[src/rtl/i2c_bus_conditioner.sv]
// ---------------------------------------------------------------------------
// i2c_bus_conditioner
// Cleans the raw I2C pad inputs before they reach the slave bit engine.
// Each line is synchronised to clk and run through a filter that needs a
// run of identical samples before it changes level. From the filtered
// levels it derives one-cycle SCL edge strobes, START/STOP strobes and a
// bus-busy flag. A watchdog ends a transaction when SCL is held low too long.
//
// Ports:
//   clk       system clock
//   rst       synchronous reset, active high
//   scl_i     raw SCL pad input (asynchronous)
//   sda_i     raw SDA pad input (asynchronous)
//   scl_f     filtered SCL level
//   sda_f     filtered SDA level
//   scl_rise  one-cycle strobe, scl_f went 0->1
//   scl_fall  one-cycle strobe, scl_f went 1->0
//   start     one-cycle strobe, START or repeated START
//   stop      one-cycle strobe, STOP
//   busy      bus owned between START and STOP/timeout
//   timeout   one-cycle strobe, SCL-low timeout fired
// ---------------------------------------------------------------------------
module i2c_bus_conditioner #(
   parameter int SYNC_STAGES    = 2,
   parameter int FILTER_LEN     = 3,
   parameter int TIMEOUT_CYCLES = 1000,
   parameter int TO_W           = 16
) (
   input  logic clk,
   input  logic rst,
   input  logic scl_i,
   input  logic sda_i,
   output logic scl_f,
   output logic sda_f,
   output logic scl_rise,
   output logic scl_fall,
   output logic start,
   output logic stop,
   output logic busy,
   output logic timeout
);

   localparam int              FC_W     = (FILTER_LEN > 1) ? $clog2(FILTER_LEN) : 1;
   localparam logic [FC_W-1:0] FC_LAST  = FC_W'(FILTER_LEN - 1);
   localparam logic [TO_W-1:0] TO_LIMIT = TO_W'(TIMEOUT_CYCLES);
   localparam logic [TO_W-1:0] TO_PRE   = TO_W'(TIMEOUT_CYCLES - 1);
   localparam bit              TO_EN    = (TIMEOUT_CYCLES != 0);

   logic [SYNC_STAGES-1:0] scl_sync_r, sda_sync_r;
   logic [FC_W-1:0]        scl_cnt_r, sda_cnt_r;
   logic [FC_W-1:0]        scl_cnt_nxt_s, sda_cnt_nxt_s;
   logic [TO_W-1:0]        to_cnt_r, to_cnt_nxt_s;
   logic scl_f_r, sda_f_r;
   logic scl_rise_r, scl_fall_r, start_r, stop_r, busy_r, timeout_r, armed_r;
   logic scl_s, sda_s;
   logic scl_upd_s, sda_upd_s;
   logic start_nxt_s, stop_nxt_s, to_fire_s;

   assign scl_s = scl_sync_r[SYNC_STAGES-1];
   assign sda_s = sda_sync_r[SYNC_STAGES-1];

   // Filter decisions, bus condition detection and watchdog next-state.
   always_comb begin
      scl_upd_s     = (scl_s != scl_f_r) && (scl_cnt_r == FC_LAST);
      sda_upd_s     = (sda_s != sda_f_r) && (sda_cnt_r == FC_LAST);
      scl_cnt_nxt_s = {FC_W{1'b0}};
      sda_cnt_nxt_s = {FC_W{1'b0}};
      if ((scl_s == scl_f_r) || scl_upd_s) begin
         scl_cnt_nxt_s = {FC_W{1'b0}};
      end else begin
         scl_cnt_nxt_s = scl_cnt_r + FC_W'(1);
      end
      if ((sda_s == sda_f_r) || sda_upd_s) begin
         sda_cnt_nxt_s = {FC_W{1'b0}};
      end else begin
         sda_cnt_nxt_s = sda_cnt_r + FC_W'(1);
      end

      // SDA edge only counts as START/STOP when SCL is steadily high;
      // a simultaneous SCL update is treated as a clock edge instead.
      start_nxt_s = armed_r && sda_upd_s && !sda_s && scl_f_r && !scl_upd_s;
      stop_nxt_s  = armed_r && sda_upd_s &&  sda_s && scl_f_r && !scl_upd_s;

      to_cnt_nxt_s = {TO_W{1'b0}};
      to_fire_s    = 1'b0;
      if (!TO_EN) begin
         to_cnt_nxt_s = {TO_W{1'b0}};
         to_fire_s    = 1'b0;
      end else if (!busy_r || scl_upd_s || scl_f_r || start_nxt_s) begin
         to_cnt_nxt_s = {TO_W{1'b0}};
         to_fire_s    = 1'b0;
      end else if (to_cnt_r == TO_LIMIT) begin
         // saturated: the single timeout has already fired
         to_cnt_nxt_s = to_cnt_r;
         to_fire_s    = 1'b0;
      end else begin
         to_cnt_nxt_s = to_cnt_r + TO_W'(1);
         to_fire_s    = (to_cnt_r == TO_PRE);
      end
   end

   // All state: synchronisers, filters, strobes, busy, armed and watchdog.
   always_ff @(posedge clk) begin
      if (rst) begin
         scl_sync_r <= {SYNC_STAGES{1'b1}};
         sda_sync_r <= {SYNC_STAGES{1'b1}};
         scl_cnt_r  <= {FC_W{1'b0}};
         sda_cnt_r  <= {FC_W{1'b0}};
         scl_f_r    <= 1'b1;
         sda_f_r    <= 1'b1;
         scl_rise_r <= 1'b0;
         scl_fall_r <= 1'b0;
         start_r    <= 1'b0;
         stop_r     <= 1'b0;
         timeout_r  <= 1'b0;
         busy_r     <= 1'b0;
         armed_r    <= 1'b0;
         to_cnt_r   <= {TO_W{1'b0}};
      end else begin
         scl_sync_r <= {scl_sync_r[SYNC_STAGES-2:0], scl_i};
         sda_sync_r <= {sda_sync_r[SYNC_STAGES-2:0], sda_i};
         scl_cnt_r  <= scl_cnt_nxt_s;
         sda_cnt_r  <= sda_cnt_nxt_s;
         if (scl_upd_s) begin
            scl_f_r <= scl_s;
         end
         if (sda_upd_s) begin
            sda_f_r <= sda_s;
         end
         scl_rise_r <= scl_upd_s &&  scl_s;
         scl_fall_r <= scl_upd_s && !scl_s;
         start_r    <= start_nxt_s;
         stop_r     <= stop_nxt_s;
         timeout_r  <= to_fire_s;
         // busy follows the registered strobes; START beats STOP/timeout
         if (start_r) begin
            busy_r <= 1'b1;
         end else if (stop_r || timeout_r) begin
            busy_r <= 1'b0;
         end
         // an idle-looking bus seen once is enough to trust SDA edges
         if (scl_s && sda_s) begin
            armed_r <= 1'b1;
         end
         to_cnt_r <= to_cnt_nxt_s;
      end
   end

   assign scl_f    = scl_f_r;
   assign sda_f    = sda_f_r;
   assign scl_rise = scl_rise_r;
   assign scl_fall = scl_fall_r;
   assign start    = start_r;
   assign stop     = stop_r;
   assign busy     = busy_r;
   assign timeout  = timeout_r;

endmodule

[config.mk]
export PLATFORM = sky130hd
export DESIGN_NAME = i2c_bus_conditioner
export DESIGN_NICKNAME = d
export VERILOG_FILES = /design/src/rtl/i2c_bus_conditioner.sv
export SDC_FILE = /design/constraint.sdc
export NUM_CORES = 1
export LEC_CHECK = 0
export CAP_MARGIN = 10
export CORE_ASPECT_RATIO = 0.6
export CORE_MARGIN = 2
export CORE_UTILIZATION = 50
export DETAILED_ROUTE_END_ITERATION = 7
export DONT_BUFFER_PORTS = 1
export GPL_TIMING_DRIVEN = 0
export SYNTH_ARGS = -nofsm -noshare
export SYNTH_HDL_FRONTEND = slang
export SYNTH_SLANG_ARGS = --single-unit
[constraint.sdc]
create_clock -name clk -period 2.01 [get_ports clk]
set_input_delay 0.603 -clock clk [delete_from_list [all_inputs] [get_ports clk]]
set_output_delay 0.603 -clock clk [all_outputs]
set_load 0.02 [all_outputs]
=== After elaboration in Yosys (flattened, before gate mapping) ===
Cells that the tools add are included.

* Flip-flop bits (word level): 33
* Bits in latches: 0
* Bits in writable memories: 0
* Bits in read-only memories: 0
* Output and inout bits: 8
* Word-level logic and storage cells: 54
* Memories kept: 0

* Add/subtract/negate cells: 3
* $mul: 0
* Div/mod/pow operators: 0
* Order comparisons: 0
* Equality and inequality tests: 8
* Shift operators: 0
* Muxes and demuxes: 2
* Bitwise logic cells: 0
* Reductions and logical operators: 27

{| class="wikitable"
|+ Operators with widths
! kind !! count
|-
| $eq A16 B10 Y1 const B || 2
|-
| $add A16 B1 Y16 const B || 1
|-
| $logic_and A1 B1 Y1 || 12
|-
| $logic_or A1 B1 Y1 || 6
|-
| $reduce_or A2 Y1 || 3
|-
| $add A2 B1 Y2 const B || 2
|-
| $eq A2 B2 Y1 const B || 2
|-
| $logic_not A1 Y1 || 4
|-
| $reduce_or A3 Y1 || 1
|-
| $eq A1 B1 Y1 || 2
|-
| $mux W1 || 2
|-
| $ne A1 B1 Y1 || 2
|-
| $reduce_bool A2 Y1 || 1
|}

=== Longest topological paths before layout ===
Gate-level depths: netlist of the first run.

* Depth in word-level cells: 8
* Depth in mapped cells: 6
* Depth with buffers taken out: 6

=== Worst setup path before layout of the first run ===
Ideal clock, no wire load.

* Kind: reg-to-reg
* Start: register to_cnt_r[0]
* End: register to_cnt_r[14]
* Arrival time: 1305 ps
* Required time: 1882 ps
* Setup slack: 578 ps
* Stages on the path, launching flop included: 6
* Path through: dfxtp_1 > ha_1 > nand3_1 > nor4_1 > xnor2_1 > nor2_1

* Cells in the longest elaborated chain, start to end: 1
* Elaborated cells on any way between the ends: 2
* Classes of those cells: add/sub: 1; eq/ne: 1

{| class="wikitable"
|+ RTL lines
! what !! line !! source
|-
| start: declaration || 52 || <nowiki>logic [TO_W-1:0] to_cnt_r, to_cnt_nxt_s;</nowiki>
|-
| start signal: assignment || 118 || <nowiki>to_cnt_r <= {TO_W{1'b0}};</nowiki>
|-
| start signal: assignment || 145 || <nowiki>to_cnt_r <= to_cnt_nxt_s;</nowiki>
|-
| $add A16 B1 Y16 or $eq A16 B10 Y1 (tied branches) || 97, 92 ||
|}

Parallel ways exist; a longest one is shown, timed or not.
A chain may end at the register's enable or synchronous reset.

=== Final worst setup path of the first run ===
* Start: register scl_cnt_r[0]
* End: register to_cnt_r[12]

* Cells in the longest elaborated chain, start to end: 6
* Elaborated cells on any way between the ends: 8
* Classes of those cells: eq/ne: 1; reduce/logical: 7

{| class="wikitable"
|+ RTL lines
! what !! line !! source
|-
| start: declaration || 50 || <nowiki>logic [FC_W-1:0] scl_cnt_r, sda_cnt_r;</nowiki>
|-
| start signal: assignment || 107 || <nowiki>scl_cnt_r <= {FC_W{1'b0}};</nowiki>
|-
| start signal: assignment || 122 || <nowiki>scl_cnt_r <= scl_cnt_nxt_s;</nowiki>
|-
| $eq A2 B2 Y1 (*) || 64 || <nowiki>scl_upd_s = (scl_s != scl_f_r) && (scl_cnt_r == FC_LAST);</nowiki>
|-
| $logic_and A1 B1 Y1 (*) || 64 ||
|-
| $logic_or A1 B1 Y1 or $logic_not A1 Y1 (tied branches) || 89, 81 ||
|-
| $logic_or A1 B1 Y1 or $logic_and A1 B1 Y1 (tied branches) || 89, 81 ||
|-
| $logic_or A1 B1 Y1 (*) || 89 || <nowiki>end else if (!busy_r || scl_upd_s || scl_f_r || start_nxt_s) begin</nowiki>
|-
| $reduce_or A2 Y1 (no source line) (*) || -- ||
|}

Every way passes the cells marked *; elsewhere a longest branch is shown, timed or not.

==> results by stage, run 1 <==
Floorplan:
- The floorplan step set the die width to 70.46 microns.
- The number of ports placed on the die boundary is 12.
- The placeable core area is 2505 sq um.
- In this run the core area contains 14 standard-cell rows.
- The initial cell density of the core is 52.90%.
- The y dimension of the die is 43.88 microns.
- The die covers 3091 sq um.

Clock network:
- The clock drives 33 sinks.
- The tree is rooted in a sky130_fd_sc_hd__clkbuf_8.
- The buffer count from post-CTS setup fixing is 0.
- The clock passes through at most 2 buffers.
- For the worst-skew pair, the clock arrives at the later sink with an insertion delay of 280 ps.
- The deepest level of the CTS H-tree is 2.
- Clock tree synthesis inserted a total of 5 buffers.
- After clock tree synthesis, the clock-pin slew on the worst setup and hold paths is 60 ps.
- The number of gates resized after CTS is 0.
- Buffers inserted to repair hold after CTS numbered 0.
- TritonCTS built the clock tree.

STA:
- Setup repair after global routing left no endpoint under its margin.
- After layout, the worst setup slack is 217.3 ps.
- For the finished layout, the period the worst path requires is 1793 ps.
- The final sum of negative setup slack is 0 ps.
- The number of setup violations in the final report is 0.
- Clock skew on the completed layout was measured at 5.648 ps.
- The hold violation total from the final report is 0.
- The final critical-path share of the clock period is 89.19%.
- The number of slew-limit violations in the final report is 0.
- In this run the tightest slew margin relative to its limit is 67.02%.
- The upper clock frequency limit is 557.8 MHz.
- At the pin with the least slew margin, the transition time is 487.8 ps.

Power and ir drop:
- Power spread over the standard cell area amounts to 782.6 nW/um^2.
- The worst IR drop on VDD is 0.4556 mV.
- The static power due to leakage is 0.4845 nW.
- The total power draw is 1.126 mW.

Yosys:
- For this run, the register share of the synthesized area comes to 49.86%.
- The area share of the largest cell type after synthesis is 49.86%.
- The cell count after synthesis came out at 140.
- The number of enable-type register cells in the synthesized netlist is 0.
- The most frequently used flop master after synthesis is sky130_fd_sc_hd__dfxtp_1.
- The Yosys step of the flow raised 0 warnings.
- The post-synth net total is 148.
- The post-synthesis cell type count is 33.
- Summed over all instances, the cell type with the most area after synthesis is sky130_fd_sc_hd__dfxtp_1.
- A synthesized cell averages 9.464 sq um.
- In the post-synthesis netlist, the biggest area contributors are sky130_fd_sc_hd__dfxtp_1, sky130_fd_sc_hd__xor2_1, sky130_fd_sc_hd__nor2_1.
- Synthesis inferred 33 register bits.
- The combined area of all synthesized cells is 1325 sq um.
- The proportion of synthesized flip-flops having asynchronous set or reset is 0%.

Critical path:
- The worst setup slack for register-to-register paths is 220 ps.
- The peak per-stage delay on the critical path is 350 ps.
- For this design, the slowest cell found on the critical path is sky130_fd_sc_hd__clkbuf_1.
- The worst setup path category is reg2reg.
- The critical-path maximum fanout is 10.
- The worst register-to-register path ends at to_cnt_r[12]$_SDFFE_PP0N_.
- Walking the worst path, the cells encountered are inv_1, ha_1, a21oi_1, nand3_1, clkbuf_1, nor2_1.
- The worst reg-to-reg path cell count is 6.
- The launch instance of the worst register-to-register path is scl_cnt_r[0]$_SDFF_PP0_.
- The category of the worst setup path capture point is a flop.
- The number of buffers and inverters on the critical path is 2.
- For the worst setup path, the data arrival time is 2000 ps.
- At the worst endpoint, the required time is 2210 ps.
- STA classifies the critical path startpoint as a flop.
- The category of cells accounting for the largest share of critical-path delay is simple AND/OR/NAND/NOR gates.

Min path:
- In this run the most critical hold path is launched from scl_cnt_r[0]$_SDFF_PP0_.
- Along the worst hold path, the cell count comes to 1.
- The classification of the worst-slack hold path is reg2reg.
- The worst hold path terminates at scl_cnt_r[0]$_SDFF_PP0_.

Placed design:
- After detailed placement, the design holds a cell count of 172.
- The wire-length estimate of the detail-placed layout is 1814 microns.
- During placement, the flow inserted port buffers numbering 0.
- Timing analysis after detailed placement gives a worst setup slack of 276.3 ps.
- The final weighted congestion in routability-driven placement is 0.7953.

Finish:
- The number of inserted diodes is 0.
- The count of placed standard cells in the final layout, fillers left out is 178.
- Compared with the post-synthesis result, the final layout area differs by 8.593%.
- The post-route netlist has 10.27% of its cells at a drive strength greater than 1.
- The number of nets at the end of the flow is 155.
- The layout has 237 filler cells.

Routing:
- After detailed routing, the number of remaining DRC violations is 0.
- The remaining antenna violation count is 0.
- The average wire per standard cell is 14.19 microns.
- The via count is 959.
- Before antenna repair, the detailed router went through 4 iterations.
- In this run, the number of DRC markers left after iteration 0 of detailed routing was 53.
- The total length of routed wires is 2525 microns.
- The detail-routed via count per cell is 5.388.

Status:
- The run finished with clean final reports.

Global route:
- The via count of the first global-routing pass is 910.
- The largest net degree at the start of global routing is 11.
- The sum of overflow across all layers after global routing is 0.
- The overall global routing resource usage is 18.92%.
- The initial antenna violation count is 0.
- The wire length of the first global-routing pass is 4347 microns.

Flow run:
- Max-cap violations in this run came to 0.
sequential cells by signal, summed over array words and instances, names as in the netlist, 2 cells and up:
signal      flops
to_cnt_r       16
scl_cnt_r       2
scl_sync_r      2
sda_cnt_r       2
sda_sync_r      2
power breakdown:
group | switching (mW) | internal (mW) | total, mW
Combinational | 0.00735 | 0.00668 | 0.0140
Clock | 0.219 | 0.227 | 0.446
Sequential | 0.00507 | 0.661 | 0.666
Total | 0.231 | 0.895 | 1.13
cell families after synthesis:
logic type | synth area share (%)
and+or+nand+nor | 29.75
DFF | 49.86
xor gates and xnor gates | 9.254
AOI/OAI and AO/OA | 4.816
buffers and inverters | 2.550
adders and majority gates | 3.777
per-layer routing:
| layer | up-vias | wire length (microns) | track usage [%] |
|---|---|---|---|
| met5 | - | 0 | 0 |
| met4 | 0 | 23 | 6.923 |
| met3 | 4 | 108 | 6.977 |
| met2 | 15 | 928 | 25.28 |
| met1 | 438 | 1465 | 27.67 |
| li1 | 502 | - | - |
cells in the final DEF, fill, tap and decap left out, drive strengths merged, types with 4 or more instances in the layout:
cell    instances
or2             4
nor4            4
a21oi           6
xor2            8
nor3            5
nand2           5
dfxtp          33
inv             7
nor2           17
ha              4
clkbuf          7
nand4           4
nand3          10
xnor2           6
layout make-up:
type	instances	area, sq um	share of cell area [%]
Clock buffer	5	68.82	4.783
Inverter	7	26.28	1.826
Tap cell	32	40.04	2.783
Clock inverter	1	5.005	0.3478
Sequential cell	33	660.6	45.91
Multi-Input combinational cell	98	630.6	43.83
Buffer	2	7.507	0.5217
worst reg2reg max path: stages, from the launching register on:
cell                       delay (ps)
sky130_fd_sc_hd__dfxtp_1          320
sky130_fd_sc_hd__inv_1             40
sky130_fd_sc_hd__ha_1             250
sky130_fd_sc_hd__a21oi_1          250
sky130_fd_sc_hd__nand3_1          320
sky130_fd_sc_hd__clkbuf_1         350
sky130_fd_sc_hd__nor2_1           180
worst max-delay path by stage:
stage	cells after the start	startpoint	end
6_report	6	scl_cnt_r[0]$_SDFF_PP0_	to_cnt_r[12]$_SDFFE_PP0N_
3_3_place_gp	5	to_cnt_r[0]$_SDFFE_PP0N_	to_cnt_r[14]$_SDFFE_PP0N_
5_1_grt	6	scl_cnt_r[0]$_SDFF_PP0_	to_cnt_r[12]$_SDFFE_PP0N_
4_1_cts	6	scl_cnt_r[0]$_SDFF_PP0_	to_cnt_r[12]$_SDFFE_PP0N_
3_5_place_dp	6	scl_cnt_r[0]$_SDFF_PP0_	to_cnt_r[10]$_SDFFE_PP0N_
2_1_floorplan	5	to_cnt_r[0]$_SDFFE_PP0N_	to_cnt_r[14]$_SDFFE_PP0N_
Yosys cell counts (all sizes together) (3+ instances only):
library cell  instances
nor2                 17
or2                   4
nand4                 4
inv                   7
nand3                10
xnor2                 6
and3                  3
and4                  3
a21oi                 6
nand2                 5
dfxtp                33
ha                    4
nor3                  5
nor4b                 3
xor2                  8
nor4                  4
stage by stage:
| stage | hold WS [ps] | cell area [sq um] | utilization (%) |
|---|---|---|---|
| after floorplan | 389.5 | 1325 | - |
| after global placement | 395.4 | 1365 | 54.50 |
| after detailed placement | 399.2 | 1365 | 54.50 |
| after CTS | 414.0 | 1439 | 57.44 |
| after global routing | 410.3 | 1439 | 57.44 |
| final | 407.6 | 1439 | 57.44 |
Note: power is estimated with default switching activity, not from simulation.
==> inputs of run 2 (changes only) <==
- CORE_UTILIZATION: 50 -> 47
- SETUP_SLACK_MARGIN: unset -> 0.5
- SLEW_MARGIN: unset -> 20
==> run 2 against run 1 <==
Effect of this change: clock skew fell by 1.5 ps; combinational power rose by 4%; die area rose by 5.9%; setup slack improved by 320 ps; sequential share of layout area fell by 2.0 points; clock power rose by 11%; highest routed layer unchanged; total power rose by 4.6%.
==> results by stage, run 2 (synthesized netlist as in run 1, its figures left out) <==
Status:
- The run finished with clean final reports.

Placed design:
- The final weighted congestion in routability-driven placement is 0.7925 (-0.35%).
- The final HPWL from detailed placement was 1763 microns (-2.8%).
- The number of buffers added on ports is 0 (unchanged).

Clock network:
- The clock latency of the later-clocked register in the worst-skew pair came to 280 ps (about the same).
- The clock transition at the registers of the reported paths is 60 ps (about the same).
- The deepest level of the CTS H-tree was 2 (unchanged).
- The number of clock sinks is 33 (unchanged).
- The clock buffer count from CTS is 5 (unchanged).
- The TritonCTS clock tree is built.
- The tree is rooted in a sky130_fd_sc_hd__clkbuf_8.
- The number of buffers between clock root and the deepest sink is 2 (unchanged).

Finish:
- Ranked by flip-flop count, first place goes to to_cnt_r.
- The top cell types in the final layout, fill and taps aside, are sky130_fd_sc_hd__dfxtp_1, sky130_fd_sc_hd__nor2_1, sky130_fd_sc_hd__nand3_1.
- The number of inserted diodes was 0 (unchanged).
- Compared with the post-synthesis result, the final layout area differs by 14.92%.
- The share of post-route cells with drive strength above 1 was 21.19% (+11 points).
- The flip-flop count of the largest register after layout was 16 (unchanged).
- The area taken by flip-flops and latches is 668.1 sq um (+1.1%).
- The area of combinational cells with multiple inputs is 660.6 sq um (+4.8%).
- The number of nets at the end of the flow is 159 (+2.6%).
- The leading cell type in the layout, fill and taps excluded is sky130_fd_sc_hd__dfxtp_1.
- The final-layout fill cell count is 224 (-5.5%).

Critical path:
- The worst register-to-register path ends at to_cnt_r[15]$_SDFFE_PP0N_.
- The startpoint identified for the worst register-to-register timing path is to_cnt_r[8]$_SDFFE_PP0N_.
- STA classifies the critical path startpoint as a flop.
- The worst setup slack for register-to-register paths is 530 ps (+320 ps).
- The peak per-stage delay on the critical path was 580 ps (+230 ps).
- The worst reg-to-reg path cell count is 3 (-3).
- The category of the worst setup path capture point is a flop.
- The arrival time at the worst endpoint was 1690 ps (-310 ps).
- The slowest cell on the critical path is sky130_fd_sc_hd__or4_1.
- Traced cell by cell, the critical path runs through nand4_1, or4_1, a21oi_1.
- The worst setup path is of the reg2reg kind.
- The critical-path maximum fanout was 7 (-3).
- The data required time at the worst endpoint is 2230 ps (+20 ps).

STA:
- The number of setup violations in the final report is 0 (unchanged).
- The upper clock frequency limit is 677.3 MHz (+21%).
- The number of slew-limit violations in the final report is 0 (unchanged).
- The transition at the pin with the smallest max-transition slack was 388.7 ps (-99.13 ps).
- The final critical path time including I/O delays and setup is 1476 ps (-316.3 ps).
- The hold violation total from the final report is 0 (unchanged).
- The final worst hold slack is 406.2 ps (-1.425 ps).
- The headroom to the max-slew limit is 74.09% (+7.1 points).
- The final critical-path share of the clock period was 73.45% (-16 points).
- The final clock skew is 4.124 ps (-1.524 ps).
- Setup repair after global routing could not meet its margin everywhere.
- The final sum of negative setup slack is 0 ps (unchanged).

Power and ir drop:
- The worst IR drop on VDD came to 0.4272 mV (-6.2%).
- The ratio of total power to cell area is 773.4 nW/um^2 (-1.2%).
- The static power due to leakage came to 0.5113 nW (+5.5%).

Floorplan:
- The placeable core area is 2592 sq um (+3.5%).
- The total number of placement rows was 14 (unchanged).
- The die area was 3274 sq um (+5.9%).
- The number of ports placed on the die boundary is 12 (unchanged).
- The initial cell density of the core is 51.11% (-1.8 points).
- The overall die width is 72.55 microns (+3.0%).
- The y dimension of the die was 45.13 microns (+2.9%).

Global route:
- The wire length of the first global-routing pass is 4133 microns (-4.9%).
- The initial antenna violation count is 0 (unchanged).
- The via count of the first global-routing pass came to 907 (-0.33%).
- The largest net degree at the start of global routing is 11 (unchanged).
- The sum of overflow across all layers after global routing is 0 (unchanged).
- The overall global routing resource usage is 17.74% (-1.2 points).

Min path:
- The depth of the worst hold-timing path is 1 (unchanged).
- The min-delay analysis places its worst path in the category reg2reg.
- The launch instance of the worst min-delay path is sda_sync_r[0]$_SDFF_PP1_.
- The worst hold path terminates at sda_sync_r[1]$_SDFF_PP1_.

Routing:
- The detailed-routing iteration count for the pre-antenna-repair pass is 4 (unchanged).
- The violation count after the first detailed-route iteration is 42 (-21%).
- The average wire per standard cell is 13.73 microns (-3.2%).
- The detailed-route DRC error count is 0 (unchanged).
- The detail-routed via count per cell was 5.454 (+1.2%).
- The remaining antenna violation count came to 0 (unchanged).
- The via count came to 998 (+4.1%).
- The total length of routed wires is 2513 microns (-0.48%).

Flow run:
- The max-capacitance violation count came to 0 (unchanged).
[run 2: cell count changes in the layout (fill, tap and decap cells not counted), moves of 2 or more]
cell,previous run,this run
sky130_fd_sc_hd__buf_4,0,5
sky130_fd_sc_hd__dfxtp_1,33,27
sky130_fd_sc_hd__dfxtp_2,0,6
sky130_fd_sc_hd__nor4b_1,3,1
sky130_fd_sc_hd__nor4b_2,0,2
[run 2: per-stage QoR]
step | utilization (%) | instances | area (sq um) | total power [mW] | worst slack, ps
final | 58.74 | 183 | 1523 | 1.178 | 533.6
after CTS | 57.87 | 182 | 1500 | 1.188 | 498.2
after global placement | 52.65 | 172 | 1365 | 0.6935 | 267.0
after floorplan | - | 140 | 1325 | 0.6907 | 577.9
after global routing | 58.74 | 183 | 1523 | 1.224 | 443.8
after detailed placement | 52.65 | 172 | 1365 | 0.6943 | 308.1
[run 2: how the worst max path moves through the flow]
stage | end | depth (start not counted) | slack, ps | start
4_1_cts | to_cnt_r[14]$_SDFFE_PP0N_ | 5 | 500 | to_cnt_r[0]$_SDFFE_PP0N_
5_1_grt | to_cnt_r[12]$_SDFFE_PP0N_ | 5 | 440 | to_cnt_r[0]$_SDFFE_PP0N_
2_1_floorplan | to_cnt_r[14]$_SDFFE_PP0N_ | 5 | 580 | to_cnt_r[0]$_SDFFE_PP0N_
3_3_place_gp | to_cnt_r[14]$_SDFFE_PP0N_ | 5 | 270 | to_cnt_r[0]$_SDFFE_PP0N_
6_report | to_cnt_r[15]$_SDFFE_PP0N_ | 3 | 530 | to_cnt_r[8]$_SDFFE_PP0N_
3_5_place_dp | to_cnt_r[14]$_SDFFE_PP0N_ | 5 | 310 | to_cnt_r[0]$_SDFFE_PP0N_
[run 2: layout make-up]
class / instances / area share, %
tap: 32 / 2.629
clock buffer: 7 / 5.670
timing repair buffer: 4 / 1.972
inverter: 7 / 1.726
buffer: 2 / 0.7395
sequential: 33 / 43.88
multi-input combinational: 98 / 43.39
[run 2: metal layers]
metal / wire, microns / GRT usage, % / vias to the layer above
li1: - / - / 512
met1: 1381 / 25.31 / 468
met2: 994 / 23.09 / 11
met3: 88 / 6.027 / 7
met4: 48 / 10.00 / 0
met5: 0 / 0 / -
[run 2: power breakdown]
| part | switching (mW) | internal (mW) | leakage [nW] | total (mW) |
|---|---|---|---|---|
| sequential | 0.00506 | 0.661 | 0.270 | 0.666 |
| combinational | 0.00766 | 0.00692 | 0.197 | 0.0146 |
| clock | 0.226 | 0.271 | 0.0443 | 0.497 |
[run 2: worst max-delay path, delay by kind of cell (launching register included)]
family,cells,cell delay (ps)
AO/OA/AOI/OAI,1,150
flip-flops,1,420
AND/OR/NAND/NOR,2,850
[run 2: repair_timing]
action,4_1_cts,5_1_grt
resized for setup,8,7
pin swaps,1,5
hold buffers,0,0
setup endpoints to repair,15,16
setup buffers,3,1
==> inputs of run 3 (changes only) <==
- clock period: 2.01 -> 1.2 ns (I/O delays scaled with it)
==> run 3 against run 2 <==
Effect of this change: the run now ends with negative setup slack left; count of clock-buffer cells in the layout did not move; sequential power up 61%; global-route usage rose by 6.0 points; critical path depth rose by 2; via count up 20%; critical endpoint is now to_cnt_r[0]$_SDFFE_PP0N_; largest cell class is now multi-input combinational cells; largest power group unchanged.
==> results by stage, run 3 (synthesized netlist as in run 1, its figures left out) <==
Clock network:
- In this run the clock root is driven by a sky130_fd_sc_hd__clkbuf_8.
- The number of buffers between clock root and the deepest sink came to 2 (unchanged).
- The total of hold buffers inserted after clock tree synthesis came to 0 (unchanged).
- The clock latency of the later-clocked register in the worst-skew pair is 290 ps (about the same).
- The clock buffer count from CTS came to 5 (unchanged).
- The clock transition at the registers of the reported paths is 70 ps (about the same).
- The TritonCTS clock tree is built.
- The number of clock sinks was 33 (unchanged).
- The deepest level of the CTS H-tree is 2 (unchanged).

Placed design:
- The number of buffers added on ports came to 0 (unchanged).
- The final weighted congestion in routability-driven placement is 0.7717 (-2.6%).
- The final HPWL from detailed placement is 1915 microns (+8.6%).
- The pre-CTS setup slack is -330.3 ps (-638.3 ps).
- The cell area after placement is 1551 sq um (+14%).
- The instance count after placement with tap cells included is 172 (unchanged).

STA:
- The final critical-path setup slack is -231.1 ps (-764.8 ps).
- The final worst hold slack is 164.9 ps (-241.3 ps).
- The transition at the pin with the smallest max-transition slack is 317.5 ps (-71.26 ps).
- The final critical-path share of the clock period is 119.3% (+46 points).
- The hold violation total from the final report came to 0 (unchanged).
- The number of slew-limit violations in the final report is 0 (unchanged).
- Setup repair after global routing could not meet its margin everywhere.
- The number of setup violations in the final report is 17 (+17).
- The final critical path time including I/O delays and setup is 1431 ps (-45.23 ps).
- The headroom to the max-slew limit is 78.78% (+4.7 points).
- The final clock skew is 11.05 ps (+6.925 ps).
- The upper clock frequency limit is 698.7 MHz (+3.2%).

Critical path:
- The arrival time at the worst endpoint was 1620 ps (-70 ps).
- The worst setup slack for register-to-register paths is -230 ps (-760 ps).
- STA classifies the critical path startpoint as a flop.
- The worst reg-to-reg path cell count came to 5 (+2).
- The end of the critical path is to_cnt_r[0]$_SDFFE_PP0N_.
- The data required time at the worst endpoint was 1390 ps (-840 ps).
- The worst setup path is of the reg2reg kind.
- The critical path starts at to_cnt_r[4]$_SDFFE_PP0N_.
- The reg-to-reg endpoint is to_cnt_r[0]$_SDFFE_PP0N_.
- The critical-path maximum fanout is 5 (-2).
- STA classifies the critical path endpoint as a flop.
- The worst register-to-register path begins at to_cnt_r[4]$_SDFFE_PP0N_.

Finish:
- Relative to the synthesized area, the layout overhead comes to 61.47%.
- The share of post-route cells with drive strength above 1 is 67.05% (+46 points).
- The number of nets at the end of the flow is 183 (+15%).
- The fraction of the core area covered by cells at the end of the flow is 82.53% (+24 points).
- The summed area of non-filler cells in the final layout is 2140 sq um (+41%).
- Leaving out fill and tap cells, the most frequent cells in the layout are sky130_fd_sc_hd__dfxtp_4, sky130_fd_sc_hd__buf_4, sky130_fd_sc_hd__nor2_1, sky130_fd_sc_hd__buf_6.
- The count of placed standard cells in the final layout, fillers left out is 208 (+14%).
- More flip-flops sit in one register than any other, and that register is to_cnt_r.
- The leading cell type in the layout, fill and taps excluded is sky130_fd_sc_hd__dfxtp_4.
- The flip-flop count of the largest register after layout was 16 (unchanged).
- The number of inserted diodes was 0 (unchanged).

Global route:
- The via count of the first global-routing pass was 1130 (+25%).
- The busiest layer in global routing is met2.
- The met2 track utilization from global routing is 40.00% (+17 points).
- The wire length of the first global-routing pass is 5554 microns (+34%).
- The overall global routing resource usage was 23.77% (+6.0 points).
- The sum of overflow across all layers after global routing is 0 (unchanged).
- The initial antenna violation count is 0 (unchanged).
- The largest net degree at the start of global routing is 11 (unchanged).
- The fraction of met1 tracks used by global routing is 28.79% (+3.5 points).
- The met3 routing resource usage after global routing is 7.813% (+1.8 points).

Routing:
- The violation count after the first detailed-route iteration is 113 (+170%).
- The total length of routed wires came to 3928 microns (+56%).
- The detailed-route DRC error count is 0 (unchanged).
- The via count was 1202 (+20%).
- The remaining antenna violation count was 0 (unchanged).
- The detail-routed via count per cell came to 5.779 (+6.0%).
- The detailed-routing iteration count for the pre-antenna-repair pass is 4 (unchanged).
- The average wire per standard cell came to 18.88 microns (+38%).

Power and ir drop:
- The ratio of total power to cell area is 897.5 nW/um^2 (+16%).
- The worst IR drop on VDD is 0.7647 mV (+79%).
- The static power due to leakage is 0.7830 nW (+53%).

Min path:
- The classification of the worst-slack hold path is in2reg.

Floorplan:
- The y dimension of the die is 45.13 microns (unchanged).
- The number of ports placed on the die boundary is 12 (unchanged).
- The die area was 3274 sq um (unchanged).
- The overall die width was 72.55 microns (unchanged).
- The initial cell density of the core is 51.11% (unchanged).
- The placeable core area was 2592 sq um (unchanged).
- The total number of placement rows was 14 (unchanged).

Flow run:
- The max-capacitance violation count is 0 (unchanged).

Status:
- The final reports fail on negative setup slack.
- The run finished, with violations left.
-- run 3: cell count changes in the layout (fill, tap and decap cells not counted), moves of 5 or more --
cell,delta
sky130_fd_sc_hd__nor2_2,+6
sky130_fd_sc_hd__inv_1,-5
sky130_fd_sc_hd__nor2_1,-8
sky130_fd_sc_hd__dfxtp_1,-21
sky130_fd_sc_hd__buf_6,+9
sky130_fd_sc_hd__nor3_1,-5
sky130_fd_sc_hd__dfxtp_4,+20
sky130_fd_sc_hd__buf_4,+13
-- run 3: worst min-delay path by stage --
stage,start,to,slack [ps],cells after the start
2_1_floorplan,scl_cnt_r[0]$_SDFF_PP0_,scl_cnt_r[0]$_SDFF_PP0_,390,1
3_3_place_gp,scl_cnt_r[0]$_SDFF_PP0_,scl_cnt_r[0]$_SDFF_PP0_,390,1
3_5_place_dp,sda_cnt_r[0]$_SDFF_PP0_,sda_cnt_r[0]$_SDFF_PP0_,400,1
4_1_cts,scl_i,scl_sync_r[0]$_SDFF_PP1_,180,1
5_1_grt,rst,scl_f$_SDFFE_PP1P_,160,2
6_report,rst,scl_f$_SDFFE_PP1P_,160,2
-- run 3: worst max-delay path: stages, from the launching register on --
cell                      delay, ps
sky130_fd_sc_hd__dfxtp_4        370
sky130_fd_sc_hd__nor4b_2        370
sky130_fd_sc_hd__nand4_1        220
sky130_fd_sc_hd__buf_6          190
sky130_fd_sc_hd__xnor2_2        130
sky130_fd_sc_hd__nor2_1          60
-- run 3: stage by stage --
stage / power (mW) / TNS [ps]
after global routing: 1.981 / -2454
after CTS: 1.915 / -496.6
after detailed placement: 1.161 / -1636
after floorplan: 1.154 / -70.89
after global placement: 1.159 / -1356
final: 1.920 / -1504
-- run 3: cell type report --
cell class,instances,area (sq um)
Clock inverter,1,3.754
Fill cell,148,452.9
Tap cell,32,40.04
Buffer,2,40.04
Timing Repair Buffer,28,251.5
Sequential cell,33,744.5
Inverter,7,28.78
Multi-Input combinational cell,98,954.7
Clock buffer,7,76.32
-- run 3: repair_timing --
| action | in CTS | in global routing |
|---|---|---|
| endpoints found under the setup margin | 36 | 37 |
| gates resized for setup | 35 | 37 |
| pin swaps | 23 | 14 |
| setup buffers | 14 | 13 |
| cloned | 1 | 0 |
-- run 3: metal layers --
layer,part of all wire (%),vias to the layer above,routed length (microns)
li1,-,563,-
met1,43,596,1697
met2,49,34,1924
met3,5.8,9,229
met4,1.9,0,76
met5,0,-,0
-- run 3: where the power goes --
part	internal (mW)	leakage, nW	switching (mW)
logic	0.0316	0.460	0.0224
registers	1.06	0.284	0.0110
clock network	0.403	0.0399	0.388
total	1.50	0.783	0.422
